--- config.mk ---
export PLATFORM = sky130hd
export DESIGN_NAME = fpu_dispatch
export DESIGN_NICKNAME = d
export VERILOG_FILES = /design/src/rtl/fpu_pkg.sv /design/src/rtl/fpu_wb_slot.sv /design/src/rtl/fpu_dispatch.sv
export SDC_FILE = /design/constraint.sdc
export NUM_CORES = 1
export LEC_CHECK = 0
export BUFFER_PORTS_ARGS = -buffer_cell sky130_fd_sc_hd__buf_2
export CORE_MARGIN = 8
export CORE_UTILIZATION = 25
export CTS_CLUSTER_DIAMETER = 30
export DETAILED_ROUTE_END_ITERATION = 10
export SLEW_MARGIN = 20
export SYNTH_ARGS = -nofsm -noshare
export SYNTH_HDL_FRONTEND = slang
export SYNTH_SLANG_ARGS = --single-unit
--- constraint.sdc ---
create_clock -name clk -period 2 [get_ports clk]
set_clock_uncertainty 0.1 [all_clocks]
set_input_delay 0.1 -clock clk [delete_from_list [all_inputs] [get_ports clk]]
set_output_delay 0.1 -clock clk [all_outputs]
set_load 0.005 [all_outputs]
--- src/rtl/fpu_pkg.sv ---
// Shared definitions for the fp16 FPU dispatch slice: opcodes, FSM encoding
// and the default datapath width.
package fpu_pkg;

   localparam int DATA_W_DEF = 16;

   localparam logic [3:0] OP_FADD = 4'b1110;
   localparam logic [3:0] OP_FMUL = 4'b1111;

   typedef enum logic [1:0] {
      S_IDLE  = 2'd0,
      S_ISSUE = 2'd1,
      S_WAIT  = 2'd2,
      S_WB    = 2'd3
   } state_t;

   function automatic logic is_fp_op(input logic [3:0] op);
      return (op == OP_FADD) || (op == OP_FMUL);
   endfunction

endpackage

--- src/rtl/fpu_wb_slot.sv ---
// Single-entry ready/valid holding register for a writeback (rd, data) pair.
// Loads only while empty; empties on a completed transfer.
module fpu_wb_slot
   import fpu_pkg::*;
#(
   parameter int DATA_W = DATA_W_DEF,
   parameter int RD_W   = 3
) (
   input  logic              clk,
   input  logic              rst,
   input  logic              load,
   input  logic [RD_W-1:0]   load_rd,
   input  logic [DATA_W-1:0] load_data,
   output logic              in_rdy,
   output logic              wb_vld,
   output logic [RD_W-1:0]   wb_rd,
   output logic [DATA_W-1:0] wb_data,
   input  logic              wb_rdy
);

   always_ff @(posedge clk) begin
      if (rst) begin
         wb_vld  <= 1'b0;
         wb_rd   <= '0;
         wb_data <= '0;
      end else if (load && !wb_vld) begin
         wb_vld  <= 1'b1;
         wb_rd   <= load_rd;
         wb_data <= load_data;
      end else if (wb_vld && wb_rdy) begin
         wb_vld  <= 1'b0;
      end
   end

   assign in_rdy = ~wb_vld;

endmodule

--- src/rtl/fpu_dispatch.sv ---
// Issue-side controller for the fp16 FPU: accepts one instruction, strobes the
// FPU, waits for a result or timeout, and hands the result to writeback.
module fpu_dispatch
   import fpu_pkg::*;
#(
   parameter int DATA_W  = DATA_W_DEF,
   parameter int RD_W    = 3,
   parameter int TIMEOUT = 15,
   parameter int CNT_W   = 8
) (
   input  logic              clk,
   input  logic              rst,
   input  logic              i_req_vld,
   output logic              o_req_rdy,
   input  logic [3:0]        i_opcode,
   input  logic [DATA_W-1:0] i_rs1_data,
   input  logic [DATA_W-1:0] i_rs2_data,
   input  logic [RD_W-1:0]   i_rd,
   output logic              o_fpu_vld,
   output logic [DATA_W-1:0] o_fpu_a,
   output logic [DATA_W-1:0] o_fpu_b,
   output logic [3:0]        o_fpu_opcode,
   input  logic [DATA_W-1:0] i_fpu_res,
   input  logic              i_fpu_res_vld,
   input  logic              i_fpu_overflow,
   output logic              o_wb_vld,
   output logic [RD_W-1:0]   o_wb_rd,
   output logic [DATA_W-1:0] o_wb_data,
   input  logic              i_wb_rdy,
   output logic              o_busy,
   output logic              o_illegal,
   output logic              o_timeout,
   output logic              o_ovf_sticky,
   input  logic              i_ovf_clr
);

   localparam logic [CNT_W-1:0] TIMEOUT_C = CNT_W'(TIMEOUT);

   state_t            state;
   state_t            state_nxt;
   logic [CNT_W-1:0]  cnt;
   logic [CNT_W-1:0]  cnt_nxt;
   logic [RD_W-1:0]   rd_q;
   logic              accept;
   logic              capture;
   logic              illegal_nxt;
   logic              timeout_nxt;
   logic              slot_in_rdy;

   always_ff @(posedge clk) begin
      if (rst) begin
         state <= S_IDLE;
      end else begin
         state <= state_nxt;
      end
   end

   // A result arriving together with the last timeout cycle is still taken.
   always_comb begin
      state_nxt   = state;
      cnt_nxt     = cnt;
      accept      = 1'b0;
      capture     = 1'b0;
      illegal_nxt = 1'b0;
      timeout_nxt = 1'b0;
      case (state)
         S_IDLE: begin
            if (i_req_vld && o_req_rdy) begin
               accept = 1'b1;
               if (is_fp_op(i_opcode)) begin
                  state_nxt = S_ISSUE;
               end else begin
                  illegal_nxt = 1'b1;
               end
            end
         end
         S_ISSUE: begin
            if (i_fpu_res_vld) begin
               capture   = 1'b1;
               state_nxt = S_WB;
            end else begin
               cnt_nxt   = CNT_W'(1);
               state_nxt = S_WAIT;
            end
         end
         S_WAIT: begin
            if (i_fpu_res_vld) begin
               capture   = 1'b1;
               state_nxt = S_WB;
            end else if (cnt == TIMEOUT_C) begin
               timeout_nxt = 1'b1;
               cnt_nxt     = '0;
               state_nxt   = S_IDLE;
            end else begin
               cnt_nxt = cnt + 1'b1;
            end
         end
         S_WB: begin
            if (o_wb_vld && i_wb_rdy) begin
               state_nxt = S_IDLE;
            end
         end
         default: state_nxt = S_IDLE;
      endcase
   end

   always_ff @(posedge clk) begin
      if (rst) begin
         o_fpu_a      <= '0;
         o_fpu_b      <= '0;
         o_fpu_opcode <= '0;
         rd_q         <= '0;
         cnt          <= '0;
         o_illegal    <= 1'b0;
         o_timeout    <= 1'b0;
         o_ovf_sticky <= 1'b0;
      end else begin
         if (accept) begin
            o_fpu_a      <= i_rs1_data;
            o_fpu_b      <= i_rs2_data;
            o_fpu_opcode <= i_opcode;
            rd_q         <= i_rd;
         end
         cnt       <= cnt_nxt;
         o_illegal <= illegal_nxt;
         o_timeout <= timeout_nxt;
         if (capture && i_fpu_overflow) begin
            o_ovf_sticky <= 1'b1;
         end else if (i_ovf_clr) begin
            o_ovf_sticky <= 1'b0;
         end
      end
   end

   fpu_wb_slot #(
      .DATA_W (DATA_W),
      .RD_W   (RD_W)
   ) u_wb_slot (
      .clk       (clk),
      .rst       (rst),
      .load      (capture & slot_in_rdy),
      .load_rd   (rd_q),
      .load_data (i_fpu_res),
      .in_rdy    (slot_in_rdy),
      .wb_vld    (o_wb_vld),
      .wb_rd     (o_wb_rd),
      .wb_data   (o_wb_data),
      .wb_rdy    (i_wb_rdy)
   );

   assign o_fpu_vld = (state == S_ISSUE);
   assign o_busy    = (state != S_IDLE);
   assign o_req_rdy = (state == S_IDLE) & ~rst;

endmodule

==> impl_results.html, run 1 <==
<table>
<tr><th>Metric</th><th>Value</th></tr>
<tr><th colspan="2">Yosys</th></tr>
<tr><td>Synth unique cells</td><td>32</td></tr>
<tr><td>List of most frequent post-synthesis cells</td><td>nand2_1 (83), dfxtp_1 (72), nand2b_1 (44)</td></tr>
<tr><td>Top-area cell type share of the netlist area</td><td>0.507</td></tr>
<tr><td>Number of flops mapped to enable cells by yosys</td><td>0</td></tr>
<tr><td>Dominant cell by count in the synthesized netlist</td><td>nand2_1</td></tr>
<tr><td>Yosys warnings</td><td>0</td></tr>
<tr><td>Top cell type by total area after synthesis</td><td>dfxtp_1</td></tr>
<tr><td>Synthesized area per cell</td><td>8.30 um^2</td></tr>
<tr><td>Number of synthesized register bits</td><td>72</td></tr>
<tr><td>Register area share after synthesis</td><td>0.507</td></tr>
<tr><td>Share of synthesized flip-flops with an asynchronous set or reset</td><td>0</td></tr>
<tr><td>Top flip-flop cell by instance count after synthesis</td><td>dfxtp_1</td></tr>
<tr><td>Netlist Area Pre-Place</td><td>2840 um^2</td></tr>
<tr><td>Main area contributors after synthesis</td><td>dfxtp_1 (51%), nand2_1 (11%), nand2b_1 (9.7%)</td></tr>
<tr><td>Post-Synthesis Net Count</td><td>409</td></tr>
<tr><td>Post-synthesis cell count</td><td>342</td></tr>
<tr><th colspan="2">Power</th></tr>
<tr><td>Leakage power summed over all cells</td><td>2.00 nW</td></tr>
<tr><td>Sum of internal, switching and leakage power</td><td>3.52 mW</td></tr>
<tr><td>IR drop worst, VDD</td><td>0.573 mV</td></tr>
<tr><td>Power density of the placed cells</td><td>776 nW/um^2</td></tr>
<tr><th colspan="2">Timing</th></tr>
<tr><td>Max-slew headroom at the worst pin</td><td>0.707</td></tr>
<tr><td>Final Critical Period</td><td>1.85 ns</td></tr>
<tr><td>Final setup violating endpoints</td><td>0</td></tr>
<tr><td>Sum of negative setup slack</td><td>0 ns</td></tr>
<tr><td>Setup ws final</td><td>0.149 ns</td></tr>
<tr><td>Highest Clock Rate</td><td>540 MHz</td></tr>
<tr><td>Crit share post-route</td><td>0.925</td></tr>
<tr><td>Pin slew with the least headroom to its limit</td><td>0.439 ns</td></tr>
<tr><td>Hold Vio Cnt, Final</td><td>0</td></tr>
<tr><td>Count of final max-slew check failures</td><td>0</td></tr>
<tr><td>RSZ-0062 raised after global routing</td><td>false</td></tr>
<tr><th colspan="2">Setup path</th></tr>
<tr><td>Largest fanout on the critical path</td><td>7</td></tr>
<tr><td>FF-to-FF setup slack</td><td>0.15 ns</td></tr>
<tr><td>Kind of start point of the critical path</td><td>flop</td></tr>
<tr><td>Data required time at the worst endpoint</td><td>2.11 ns</td></tr>
<tr><td>Worst Path Arrival</td><td>1.96 ns</td></tr>
<tr><td>Cell count of the worst reg-to-reg path</td><td>6</td></tr>
<tr><td>CP Class</td><td>reg -&gt; reg</td></tr>
<tr><td>CP Capture Type</td><td>flop</td></tr>
<tr><td>Start of the worst register-to-register path</td><td>state[0]</td></tr>
<tr><td>Worst flop-to-flop path endpoint</td><td>o_ovf_sticky</td></tr>
<tr><th colspan="2">Clocking</th></tr>
<tr><td>Worst-skew pair later-pin latency</td><td>0.33 ns</td></tr>
<tr><td>Clk root buf</td><td>clkbuf_16</td></tr>
<tr><td>Total clock buffers created by CTS</td><td>9</td></tr>
<tr><td>Number of buffers between clock root and the deepest sink</td><td>2</td></tr>
<tr><td>CTS tree</td><td>built</td></tr>
<tr><td>Clock sinks</td><td>72</td></tr>
<tr><td>Clock transition time at the flip-flop clock pins of the worst setup and hold paths</td><td>0.05 ns</td></tr>
<tr><td>Clock H-tree levels</td><td>3</td></tr>
<tr><th colspan="2">Die</th></tr>
<tr><td>Core outline area</td><td>11300 um^2</td></tr>
<tr><td>I/O pin total</td><td>124</td></tr>
<tr><td>Number of cell rows</td><td>39</td></tr>
<tr><td>Die Height</td><td>123 um</td></tr>
<tr><td>Die ar.</td><td>15000 um^2</td></tr>
<tr><td>Die width</td><td>123 um</td></tr>
<tr><td>Starting density of the core</td><td>0.252</td></tr>
<tr><th colspan="2">Placement</th></tr>
<tr><td>Placed Cells</td><td>596</td></tr>
<tr><td>Input/output buffers</td><td>123</td></tr>
<tr><td>Pre-CTS setup slack</td><td>0.208 ns</td></tr>
<tr><td>Post-place instance area</td><td>3630 um^2</td></tr>
<tr><td>Gpl congestion</td><td>0.806</td></tr>
<tr><td>Post-DP HPWL</td><td>5850 um</td></tr>
<tr><th colspan="2">GRT</th></tr>
<tr><td>Wire length of the first global-routing pass</td><td>14100 um</td></tr>
<tr><td>Total global-route track usage</td><td>0.118</td></tr>
<tr><td>Vias in the first global route</td><td>2958</td></tr>
<tr><td>Initial antenna violation count</td><td>1</td></tr>
<tr><td>Pin count of the biggest net entering global routing</td><td>79</td></tr>
<tr><td>Remaining global-route overflow</td><td>0</td></tr>
<tr><th colspan="2">Layout</th></tr>
<tr><td>Final #Nets</td><td>591</td></tr>
<tr><td>Layout cell share with drive strength beyond 1</td><td>0.293</td></tr>
<tr><td>Inserted Diodes</td><td>0</td></tr>
<tr><td>Number of non-filler instances in the completed layout</td><td>672</td></tr>
<tr><td>Area added between synthesis and finish</td><td>59.7%</td></tr>
<tr><td>Post-route cell area</td><td>4540 um^2</td></tr>
<tr><th colspan="2">Routing</th></tr>
<tr><td>Routed length per instance</td><td>12.8 um</td></tr>
<tr><td>DR DRC count</td><td>0</td></tr>
<tr><td>Drt total wl</td><td>8630 um</td></tr>
<tr><td>Number of vias in the routed layout</td><td>2898</td></tr>
<tr><td>DRT antenna net count</td><td>0</td></tr>
<tr><td>First-pass DRT Iterations</td><td>6</td></tr>
<tr><td>Iter 0 DRT Violations</td><td>88</td></tr>
<tr><td>Average via count per standard cell</td><td>4.31</td></tr>
<tr><th colspan="2">Hold path</th></tr>
<tr><td>Hold path depth</td><td>3</td></tr>
<tr><td>Beginning of the worst hold path</td><td>rst</td></tr>
<tr><td>End point of the worst hold path</td><td>cnt[2]</td></tr>
<tr><td>Worst min-delay path class</td><td>in -&gt; reg</td></tr>
<tr><th colspan="2">Flow run</th></tr>
<tr><td>Number of violations of the max-capacitance limit</td><td>0</td></tr>
<tr><th colspan="2">Run status</th></tr>
<tr><td>Status</td><td>finished, final reports clean</td></tr>
</table>
## worst max-delay path by stage
stage	depth (start not counted)	startpoint	to
floorplan	6	state[0]	cnt[3]
global placement	4	cnt[4]	state[1]
detailed placement	6	state[1]	cnt[3]
CTS	6	state[0]	o_ovf_sticky
global route	6	state[0]	o_ovf_sticky
finish	6	state[0]	o_ovf_sticky
## per-stage QoR
step / utilization / hold slack, ns
3_5_place_dp: 0.322 / 0.200
4_1_cts: 0.402 / 0.138
3_3_place_gp: 0.322 / 0.194
2_1_floorplan: - / 0.0787
5_1_grt: 0.402 / 0.171
6_report: 0.402 / 0.152
## state kept, by name, indices dropped and copies added, names as in the netlist
| name | count |
|---|---|
| cnt | 8 |
| state | 2 |
| u_wb_slot.wb_vld | 1 |
| o_fpu_opcode | 4 |
| o_fpu_b | 16 |
| u_wb_slot.wb_rd | 3 |
| rd_q | 3 |
| o_timeout | 1 |
| o_fpu_a | 16 |
| o_illegal | 1 |
| o_ovf_sticky | 1 |
| u_wb_slot.wb_data | 16 |
## report_power, final
group          internal (mW)  switching [mW]  leakage [nW]
Sequential              1.51          0.0391         0.590
Clock                   1.00           0.563         0.155
Combinational          0.229           0.177          1.25
## cells by family after synthesis
kind of cell / after synthesis / share of synthesized area
xor gates and xnor gates: 5 / 0.0154
DFF: 72 / 0.507
AOI/OAI and AO/OA: 77 / 0.145
buffers and inverters: 24 / 0.0330
and+or+nand+nor: 158 / 0.273
muxes: 1 / 0.00396
adders and majority gates: 5 / 0.0220
## critical path: stages (launching register included)
cell and delay [ns]:
dfxtp_2 0.36, inv_1 0.08, ha_1 0.33, buf_4 0.17, nand3_1 0.08, a21oi_1 0.06, dlygate4sd3_1 0.56
## per-layer routing
metal / part of all wire / global-route usage / up-vias
li1: - / - / 1488
met1: 0.42 / 0.129 / 1297
met2: 0.47 / 0.194 / 99
met3: 0.10 / 0.0649 / 12
met4: 0.012 / 0.0358 / 2
met5: 0.0012 / 0 / -
## layout make-up
class / count / area [um^2]
Inverter: 4 / 15.0
Multi-Input combinational cell: 246 / 1310
Sequential cell: 72 / 1440
Tap cell: 143 / 179
Clock buffer: 14 / 294
Clock inverter: 2 / 10.0
Fill cell: 1120 / 6740
Timing Repair Buffer: 191 / 1290
## repair_timing
item	CTS	global route
endpoints found under the hold margin	59	0
endpoints found under the setup margin	0	2
gates resized for setup	0	2
setup buffers	0	0
hold buffers	60	0
## cells in the final DEF, fill, tap and decap left out, drive strengths merged
cell type,instances
nand3,5
a22o,1
o21bai,2
nand2b,44
dlygate4sd3,60
or2,2
clkinv,2
dfxtp,72
xor2,5
and3,2
inv,4
nor2,9
a21oi,25
a31oi,4
a211o,1
clkbuf,14
buf,131
and4,1
nor2b,1
mux2,1
nor3b,1
and2,2
o211ai,1
a211oi,1
nand2,83
nor4,3
o21ai,41
nand4,4
a311oi,1
ha,5
or4b,1
No activity file was read; power rests on OpenSTA's default activity.
==> run 2, diff against run 1 <==
--- a/config.mk
+++ b/config.mk
@@ -5,11 +5,14 @@
 export SDC_FILE = /design/constraint.sdc
 export NUM_CORES = 1
 export LEC_CHECK = 0
-export BUFFER_PORTS_ARGS = -buffer_cell sky130_fd_sc_hd__buf_2
+export CELL_PAD_IN_SITES_DETAIL_PLACEMENT = 2
+export CELL_PAD_IN_SITES_GLOBAL_PLACEMENT = 2
 export CORE_MARGIN = 8
 export CORE_UTILIZATION = 25
 export CTS_CLUSTER_DIAMETER = 30
 export DETAILED_ROUTE_END_ITERATION = 10
+export DONT_BUFFER_PORTS = 1
+export PLACE_DENSITY_LB_ADDON = 0.1
 export SLEW_MARGIN = 20
 export SYNTH_ARGS = -nofsm -noshare
 export SYNTH_HDL_FRONTEND = slang
==> impl_results.html, run 2 (synthesis gave the netlist of run 1 again) <==
<table>
<tr><th>Metric</th><th>Value</th></tr>
<tr><th colspan="2">Run status</th></tr>
<tr><td>Status</td><td>finished, final reports clean</td></tr>
<tr><th colspan="2">Routing</th></tr>
<tr><td>DRT antenna net count</td><td>0 (unchanged)</td></tr>
<tr><td>DR DRC count</td><td>0 (unchanged)</td></tr>
<tr><td>First-pass DRT Iterations</td><td>3 (-3)</td></tr>
<tr><td>Number of vias in the routed layout</td><td>2572 (-11%)</td></tr>
<tr><td>Drt total wl</td><td>9720 um (+13%)</td></tr>
<tr><td>Iter 0 DRT Violations</td><td>76 (-14%)</td></tr>
<tr><td>Average via count per standard cell</td><td>4.65 (+7.8%)</td></tr>
<tr><td>Routed length per instance</td><td>17.6 um (+37%)</td></tr>
<tr><th colspan="2">GRT</th></tr>
<tr><td>Total global-route track usage</td><td>0.132 (+0.0139)</td></tr>
<tr><td>Vias in the first global route</td><td>2871 (-2.9%)</td></tr>
<tr><td>Pin count of the biggest net entering global routing</td><td>67 (-15%)</td></tr>
<tr><td>Wire length of the first global-routing pass</td><td>15400 um (+8.8%)</td></tr>
<tr><td>Remaining global-route overflow</td><td>0 (unchanged)</td></tr>
<tr><td>Initial antenna violation count</td><td>0 (-1)</td></tr>
<tr><th colspan="2">Setup path</th></tr>
<tr><td>FF-to-FF setup slack</td><td>0.11 ns (-0.04 ns)</td></tr>
<tr><td>Largest fanout on the critical path</td><td>10 (+3)</td></tr>
<tr><td>Kind of start point of the critical path</td><td>flop</td></tr>
<tr><td>Data required time at the worst endpoint</td><td>2.17 ns (+0.06 ns)</td></tr>
<tr><td>Worst flop-to-flop path endpoint</td><td>o_ovf_sticky</td></tr>
<tr><td>CP Capture Type</td><td>flop</td></tr>
<tr><td>Worst Path Arrival</td><td>2.06 ns (+0.10 ns)</td></tr>
<tr><td>Start of the worst register-to-register path</td><td>state[1]</td></tr>
<tr><td>Cell count of the worst reg-to-reg path</td><td>6 (unchanged)</td></tr>
<tr><td>CP Class</td><td>reg -&gt; reg</td></tr>
<tr><th colspan="2">Die</th></tr>
<tr><td>Die Height</td><td>123 um (unchanged)</td></tr>
<tr><td>Starting density of the core</td><td>0.252 (unchanged)</td></tr>
<tr><td>Die width</td><td>123 um (unchanged)</td></tr>
<tr><td>I/O pin total</td><td>124 (unchanged)</td></tr>
<tr><td>Die ar.</td><td>15000 um^2 (unchanged)</td></tr>
<tr><td>Core outline area</td><td>11300 um^2 (unchanged)</td></tr>
<tr><td>Number of cell rows</td><td>39 (unchanged)</td></tr>
<tr><th colspan="2">Clocking</th></tr>
<tr><td>Clock transition time at the flip-flop clock pins of the worst setup and hold paths</td><td>0.06 ns (about the same)</td></tr>
<tr><td>Total clock buffers created by CTS</td><td>9 (unchanged)</td></tr>
<tr><td>Setup Buffers After CTS</td><td>0 (unchanged)</td></tr>
<tr><td>CTS tree</td><td>built</td></tr>
<tr><td>Worst-skew pair later-pin latency</td><td>0.33 ns (about the same)</td></tr>
<tr><td>Clock H-tree levels</td><td>3 (unchanged)</td></tr>
<tr><td>Clock sinks</td><td>72 (unchanged)</td></tr>
<tr><td>Number of buffers between clock root and the deepest sink</td><td>2 (unchanged)</td></tr>
<tr><td>Clk root buf</td><td>clkbuf_16</td></tr>
<tr><th colspan="2">Power</th></tr>
<tr><td>Relative contribution of sequential cells to total power</td><td>0.423 (-0.017)</td></tr>
<tr><td>IR drop worst, VDD</td><td>0.381 mV (-33%)</td></tr>
<tr><td>Share of total power in combinational logic</td><td>0.076 (-0.039)</td></tr>
<tr><td>Clock share of power</td><td>0.501 (+0.056)</td></tr>
<tr><td>Leakage power summed over all cells</td><td>1.48 nW (-26%)</td></tr>
<tr><td>Power density of the placed cells</td><td>926 nW/um^2 (+19%)</td></tr>
<tr><td>Cell-internal power</td><td>2.92 mW (+6.4%)</td></tr>
<tr><td>Switching component of the power</td><td>0.805 mW (+3.4%)</td></tr>
<tr><td>Net switching fraction of the power</td><td>0.216 (-0.00489)</td></tr>
<tr><th colspan="2">Placement</th></tr>
<tr><td>Post-DP HPWL</td><td>6370 um (+9.0%)</td></tr>
<tr><td>Input/output buffers</td><td>0 (-100%)</td></tr>
<tr><td>Pre-CTS setup slack</td><td>0.144 ns (-0.0644 ns)</td></tr>
<tr><td>Gpl congestion</td><td>0.691 (-14%)</td></tr>
<tr><td>Post-place instance area</td><td>3030 um^2 (-17%)</td></tr>
<tr><th colspan="2">Timing</th></tr>
<tr><td>Count of final max-slew check failures</td><td>0 (unchanged)</td></tr>
<tr><td>Setup ws final</td><td>0.110 ns (-0.0390 ns)</td></tr>
<tr><td>Sum of negative setup slack</td><td>0 ns (unchanged)</td></tr>
<tr><td>Worst hold slack</td><td>0.0172 ns (-0.135 ns)</td></tr>
<tr><td>Highest Clock Rate</td><td>529 MHz (-2.1%)</td></tr>
<tr><td>Final setup violating endpoints</td><td>0 (unchanged)</td></tr>
<tr><td>Max-slew headroom at the worst pin</td><td>0.742 (+0.0352)</td></tr>
<tr><td>Final Critical Period</td><td>1.89 ns (+0.0390 ns)</td></tr>
<tr><td>RSZ-0062 raised after global routing</td><td>false</td></tr>
<tr><td>Pin slew with the least headroom to its limit</td><td>0.387 ns (-0.0519 ns)</td></tr>
<tr><td>Hold Vio Cnt, Final</td><td>0 (unchanged)</td></tr>
<tr><td>Crit share post-route</td><td>0.945 (+0.0195)</td></tr>
<tr><th colspan="2">Hold path</th></tr>
<tr><td>End point of the worst hold path</td><td>u_wb_slot.wb_data[8]</td></tr>
<tr><td>Beginning of the worst hold path</td><td>rst</td></tr>
<tr><td>Worst min-delay path class</td><td>in -&gt; reg</td></tr>
<tr><td>Hold path depth</td><td>2 (-1)</td></tr>
<tr><th colspan="2">Flow run</th></tr>
<tr><td>Number of violations of the max-capacitance limit</td><td>0 (unchanged)</td></tr>
<tr><th colspan="2">Layout</th></tr>
<tr><td>Largest regs</td><td>o_fpu_a: 16 flops, o_fpu_b: 16 flops, u_wb_slot.wb_data: 16 flops</td></tr>
<tr><td>Post-route cell area</td><td>4020 um^2 (-11%)</td></tr>
<tr><td>Commonest cells after routing, fill and taps aside</td><td>nand2_1 (83), dfxtp_1 (70), dlygate4sd3_1 (61)</td></tr>
<tr><td>Utilization after layout</td><td>0.357 (-0.0460)</td></tr>
<tr><td>Layout cell share with drive strength beyond 1</td><td>0.0854 (-0.208)</td></tr>
<tr><td>Final #Nets</td><td>472 (-20%)</td></tr>
<tr><td>Inserted Diodes</td><td>0 (unchanged)</td></tr>
<tr><td>Area added between synthesis and finish</td><td>41.5%</td></tr>
<tr><td>Most frequent standard cell in the layout excluding fill and tap cells</td><td>nand2_1</td></tr>
</table>
run 2: timing repair:
| item | CTS | global route |
|---|---|---|
| gates resized for setup | 0 | 3 |
| setup endpoints to repair | 0 | 3 |
| endpoints found under the hold margin | 66 | 0 |
| hold buffers | 62 | 0 |
run 2: power groups by stage:
stage                     sequential, mW  clock [mW]  combinational [mW]
after floorplan                     1.58           0               0.133
after global placement              1.61           0               0.154
after detailed placement            1.61           0               0.163
after CTS                           1.58        1.94               0.286
after global routing                1.59        2.00               0.316
final                               1.57        1.87               0.281
run 2: metrics by stage:
stage | instances | total power, mW
after floorplan | 342 | 1.71
after global placement | 475 | 1.76
after detailed placement | 475 | 1.77
after CTS | 553 | 3.80
after global routing | 553 | 3.90
final | 553 | 3.72
run 2: layer usage:
| metal | GRT usage | part of all wire |
|---|---|---|
| met1 | 0.142 | 0.39 |
| met2 | 0.222 | 0.51 |
| met4 | 0.0571 | 0.015 |
| met5 | 0 | 0 |
| met3 | 0.0575 | 0.092 |
run 2: worst max-delay path by stage:
stage | from | end | slack, ns | depth (start not counted)
floorplan | state[0] | cnt[3] | 0.21 | 6
global placement | state[1] | state[0] | 0.18 | 5
detailed placement | state[1] | state[0] | 0.14 | 5
CTS | state[1] | o_illegal | 0.03 | 7
global route | state[1] | o_ovf_sticky | 0.02 | 6
finish | state[1] | o_ovf_sticky | 0.11 | 6
run 2: area by class of cell:
cell class | count | area (um^2)
clock inverter | 5 | 104
timing repair buffer | 72 | 726
fill | 1244 | 7250
clock buffer | 11 | 243
sequential | 72 | 1440
tap | 143 | 179
inverter | 4 | 15.0
multi-input combinational | 246 | 1310
run 2: worst max-delay path, cell delays in order (launching register included):
cell and delay (ns):
dfxtp_2 0.39, inv_1 0.08, ha_2 0.34, buf_4 0.16
nand3_1 0.09, a21oi_1 0.12, dlygate4sd3_1 0.56
==> run 3, diff against run 2 <==
--- a/config.mk
+++ b/config.mk
@@ -7,8 +7,8 @@
 export LEC_CHECK = 0
 export CELL_PAD_IN_SITES_DETAIL_PLACEMENT = 2
 export CELL_PAD_IN_SITES_GLOBAL_PLACEMENT = 2
-export CORE_MARGIN = 8
-export CORE_UTILIZATION = 25
+export CORE_MARGIN = 4
+export CORE_UTILIZATION = 34
 export CTS_CLUSTER_DIAMETER = 30
 export DETAILED_ROUTE_END_ITERATION = 10
 export DONT_BUFFER_PORTS = 1
==> constraint.sdc (replaced) <==
create_clock -name clk -period 2.1 [get_ports clk]
set_clock_uncertainty 0.1 [all_clocks]
set_input_delay 0.105 -clock clk [delete_from_list [all_inputs] [get_ports clk]]
set_output_delay 0.105 -clock clk [all_outputs]
set_load 0.005 [all_outputs]
==> impl_results.html, run 3 (synthesis gave the netlist of run 1 again) <==
<table>
<tr><th>Metric</th><th>Value</th></tr>
<tr><th colspan="2">Run status</th></tr>
<tr><td>Status</td><td>finished, final reports clean</td></tr>
<tr><th colspan="2">Clocking</th></tr>
<tr><td>Total clock buffers created by CTS</td><td>9 (unchanged)</td></tr>
<tr><td>Worst-skew pair later-pin latency</td><td>0.33 ns (about the same)</td></tr>
<tr><td>Clock sinks</td><td>72 (unchanged)</td></tr>
<tr><td>CTS tree</td><td>built</td></tr>
<tr><td>Setup Buffers After CTS</td><td>0 (unchanged)</td></tr>
<tr><td>Clk root buf</td><td>clkbuf_8</td></tr>
<tr><td>Clock H-tree levels</td><td>3 (unchanged)</td></tr>
<tr><td>Clock transition time at the flip-flop clock pins of the worst setup and hold paths</td><td>0.08 ns (+0.02 ns)</td></tr>
<tr><td>Number of buffers between clock root and the deepest sink</td><td>2 (unchanged)</td></tr>
<tr><th colspan="2">Setup path</th></tr>
<tr><td>CP Class</td><td>reg -&gt; reg</td></tr>
<tr><td>Most common cell on crit path</td><td>nand2_1</td></tr>
<tr><td>Cell with the biggest individual delay on the critical path</td><td>or2_2</td></tr>
<tr><td>CP Capture Type</td><td>flop</td></tr>
<tr><td>Worst Path Arrival</td><td>2.02 ns (-0.04 ns)</td></tr>
<tr><td>Cells along the critical path</td><td>inv_1 &gt; ha_2 &gt; nand2_1 &gt; or2_2 &gt; nand2_1 &gt; a21oi_1</td></tr>
<tr><td>FF-to-FF setup slack</td><td>0.20 ns (+0.09 ns)</td></tr>
<tr><td>Gate family responsible for the most delay along the worst path</td><td>simple AND/OR/NAND/NOR gates</td></tr>
<tr><td>Number of buffer and inverter stages on the critical path</td><td>1 (-2)</td></tr>
<tr><td>Data required time at the worst endpoint</td><td>2.22 ns (+0.05 ns)</td></tr>
<tr><td>Kind of start point of the critical path</td><td>flop</td></tr>
<tr><td>Largest fanout on the critical path</td><td>20 (+10)</td></tr>
<tr><td>Slowest cell delay on critical path</td><td>0.45 ns (-0.11 ns)</td></tr>
<tr><th colspan="2">Layout</th></tr>
<tr><td>Largest regs</td><td>o_fpu_a: 16 flops, o_fpu_b: 16 flops, u_wb_slot.wb_data: 16 flops</td></tr>
<tr><td>Most frequent standard cell in the layout excluding fill and tap cells</td><td>nand2_1</td></tr>
<tr><td>Commonest cells after routing, fill and taps aside</td><td>nand2_1 (83), dfxtp_1 (72), dlygate4sd3_1 (61)</td></tr>
<tr><td>Final #Nets</td><td>468 (-0.85%)</td></tr>
<tr><td>Area added between synthesis and finish</td><td>34.8%</td></tr>
<tr><td>Number of non-filler instances in the completed layout</td><td>511 (-7.6%)</td></tr>
<tr><td>Post-route cell area</td><td>3830 um^2 (-4.7%)</td></tr>
<tr><td>Area used by sequential logic in the layout</td><td>1440 um^2 (-0.17%)</td></tr>
<tr><td>Multi-input gate area in the final layout</td><td>1310 um^2 (+0.19%)</td></tr>
<tr><td>Layout cell share with drive strength beyond 1</td><td>0.0714 (-0.0139)</td></tr>
<tr><td>Inserted Diodes</td><td>0 (unchanged)</td></tr>
<tr><td># fillers</td><td>894 (-28%)</td></tr>
<tr><th colspan="2">Timing</th></tr>
<tr><td>Setup ws final</td><td>0.198 ns (+0.0875 ns)</td></tr>
<tr><td>Hold Vio Cnt, Final</td><td>0 (unchanged)</td></tr>
<tr><td>Count of final max-slew check failures</td><td>0 (unchanged)</td></tr>
<tr><td>Crit share post-route</td><td>0.906 (-0.0390)</td></tr>
<tr><td>RSZ-0062 raised after global routing</td><td>false</td></tr>
<tr><td>Highest Clock Rate</td><td>526 MHz (-0.66%)</td></tr>
<tr><td>Final setup violating endpoints</td><td>0 (unchanged)</td></tr>
<tr><td>Pin slew with the least headroom to its limit</td><td>0.502 ns (+0.115 ns)</td></tr>
<tr><td>Final Critical Period</td><td>1.90 ns (+0.0125 ns)</td></tr>
<tr><td>Sum of negative setup slack</td><td>0 ns (unchanged)</td></tr>
<tr><td>Max-slew headroom at the worst pin</td><td>0.665 (-0.0775)</td></tr>
<tr><th colspan="2">GRT</th></tr>
<tr><td>Pin count of the biggest net entering global routing</td><td>67 (unchanged)</td></tr>
<tr><td>Vias in the first global route</td><td>2844 (-0.94%)</td></tr>
<tr><td>Initial antenna violation count</td><td>0 (unchanged)</td></tr>
<tr><td>Remaining global-route overflow</td><td>0 (unchanged)</td></tr>
<tr><td>Wire length of the first global-routing pass</td><td>14500 um (-5.7%)</td></tr>
<tr><td>Total global-route track usage</td><td>0.186 (+0.0536)</td></tr>
<tr><th colspan="2">Placement</th></tr>
<tr><td>Input/output buffers</td><td>0 (unchanged)</td></tr>
<tr><td>Post-place instance area</td><td>2950 um^2 (-2.6%)</td></tr>
<tr><td>Gpl congestion</td><td>0.768 (+11%)</td></tr>
<tr><td>Placed Cells</td><td>433 (-8.8%)</td></tr>
<tr><td>Post-DP HPWL</td><td>5460 um (-14%)</td></tr>
<tr><td>Pre-CTS setup slack</td><td>0.199 ns (+0.0553 ns)</td></tr>
<tr><th colspan="2">Power</th></tr>
<tr><td>Leakage power summed over all cells</td><td>1.41 nW (-5.0%)</td></tr>
<tr><td>Sum of internal, switching and leakage power</td><td>3.08 mW (-17%)</td></tr>
<tr><td>Power density of the placed cells</td><td>805 nW/um^2 (-13%)</td></tr>
<tr><td>IR drop worst, VDD</td><td>0.295 mV (-23%)</td></tr>
<tr><th colspan="2">Die</th></tr>
<tr><td>Die Height</td><td>99.4 um (-19%)</td></tr>
<tr><td>Die ar.</td><td>9880 um^2 (-34%)</td></tr>
<tr><td>Core outline area</td><td>8180 um^2 (-27%)</td></tr>
<tr><td>Number of cell rows</td><td>33 (-15%)</td></tr>
<tr><td>I/O pin total</td><td>124 (unchanged)</td></tr>
<tr><td>Die width</td><td>99.4 um (-19%)</td></tr>
<tr><td>Starting density of the core</td><td>0.347 (+0.0954)</td></tr>
<tr><th colspan="2">Routing</th></tr>
<tr><td>DR DRC count</td><td>0 (unchanged)</td></tr>
<tr><td>Uppermost signal routing layer after detailed routing</td><td>met4</td></tr>
<tr><td>Routed length on met1</td><td>3660 um (-2.5%)</td></tr>
<tr><td>Detailed route wirelength on metal3</td><td>641 um (-29%)</td></tr>
<tr><td>Met2 wire length</td><td>4630 um (-5.9%)</td></tr>
<tr><td>First-pass DRT Iterations</td><td>4 (+1)</td></tr>
<tr><td>DRT antenna net count</td><td>0 (unchanged)</td></tr>
<tr><td>Iter 0 DRT Violations</td><td>42 (-45%)</td></tr>
<tr><td>Routed length per instance</td><td>17.8 um (+1.5%)</td></tr>
<tr><td>Drt total wl</td><td>9120 um (-6.2%)</td></tr>
<tr><td>Number of vias in the routed layout</td><td>2604 (+1.2%)</td></tr>
<tr><td>Average via count per standard cell</td><td>5.10 (+9.6%)</td></tr>
<tr><th colspan="2">Flow run</th></tr>
<tr><td>Number of violations of the max-capacitance limit</td><td>0 (unchanged)</td></tr>
<tr><th colspan="2">Hold path</th></tr>
<tr><td>Worst min-delay path class</td><td>in -&gt; reg</td></tr>
</table>
## run 3: metrics by stage
step / hold slack, ns / utilization
after floorplan: 0.0837 / -
after global placement: 0.0859 / 0.361
after detailed placement: 0.0860 / 0.361
after CTS: 0.0161 / 0.468
after global routing: 0.0369 / 0.468
final: 0.0148 / 0.468
## run 3: area by class of cell
class                           instances  share of cell area
Multi-Input combinational cell        246               0.342
Inverter                                4             0.00392
Timing Repair Buffer                   68               0.182
Tap cell                              105              0.0343
Clock buffer                           11              0.0343
Clock inverter                          5              0.0271
Sequential cell                        72               0.376
## run 3: worst register-to-register path, stage by stage, from the launching register on
cell and delay [ns]:
dfxtp_1 0.41, inv_1 0.12, ha_2 0.40, nand2_1 0.08, or2_2 0.45, nand2_1 0.15, a21oi_1 0.07
## run 3: path summary, 6_finish.rpt
| kind | end | from | cells after the start |
|---|---|---|---|
| setup / recovery | u_wb_slot.wb_data[0] | state[0] | 6 |
| hold / removal | cnt[1] | rst | 2 |
| setup reg to reg | u_wb_slot.wb_data[0] | state[0] | 6 |
| hold reg to reg | u_wb_slot.wb_rd[2] | rd_q[2] | 2 |
## run 3: repair_timing
action	in CTS	in global routing
gates resized for setup	0	2
hold endpoints to repair	66	0
setup endpoints to repair	0	3
hold buffers	62	0
## run 3: layer usage
metal / track usage / vias to the layer above
met1: 0.207 / 1261
met5: 0 / -
met4: 0.0683 / 0
met3: 0.0561 / 14
li1: - / 1248
met2: 0.332 / 81
## run 3: report_power, final
| part | switching, mW | total, mW | internal [mW] |
|---|---|---|---|
| combinational | 0.125 | 0.270 | 0.144 |
| sequential | 0.0587 | 1.49 | 1.44 |
| clock | 0.527 | 1.32 | 0.793 |
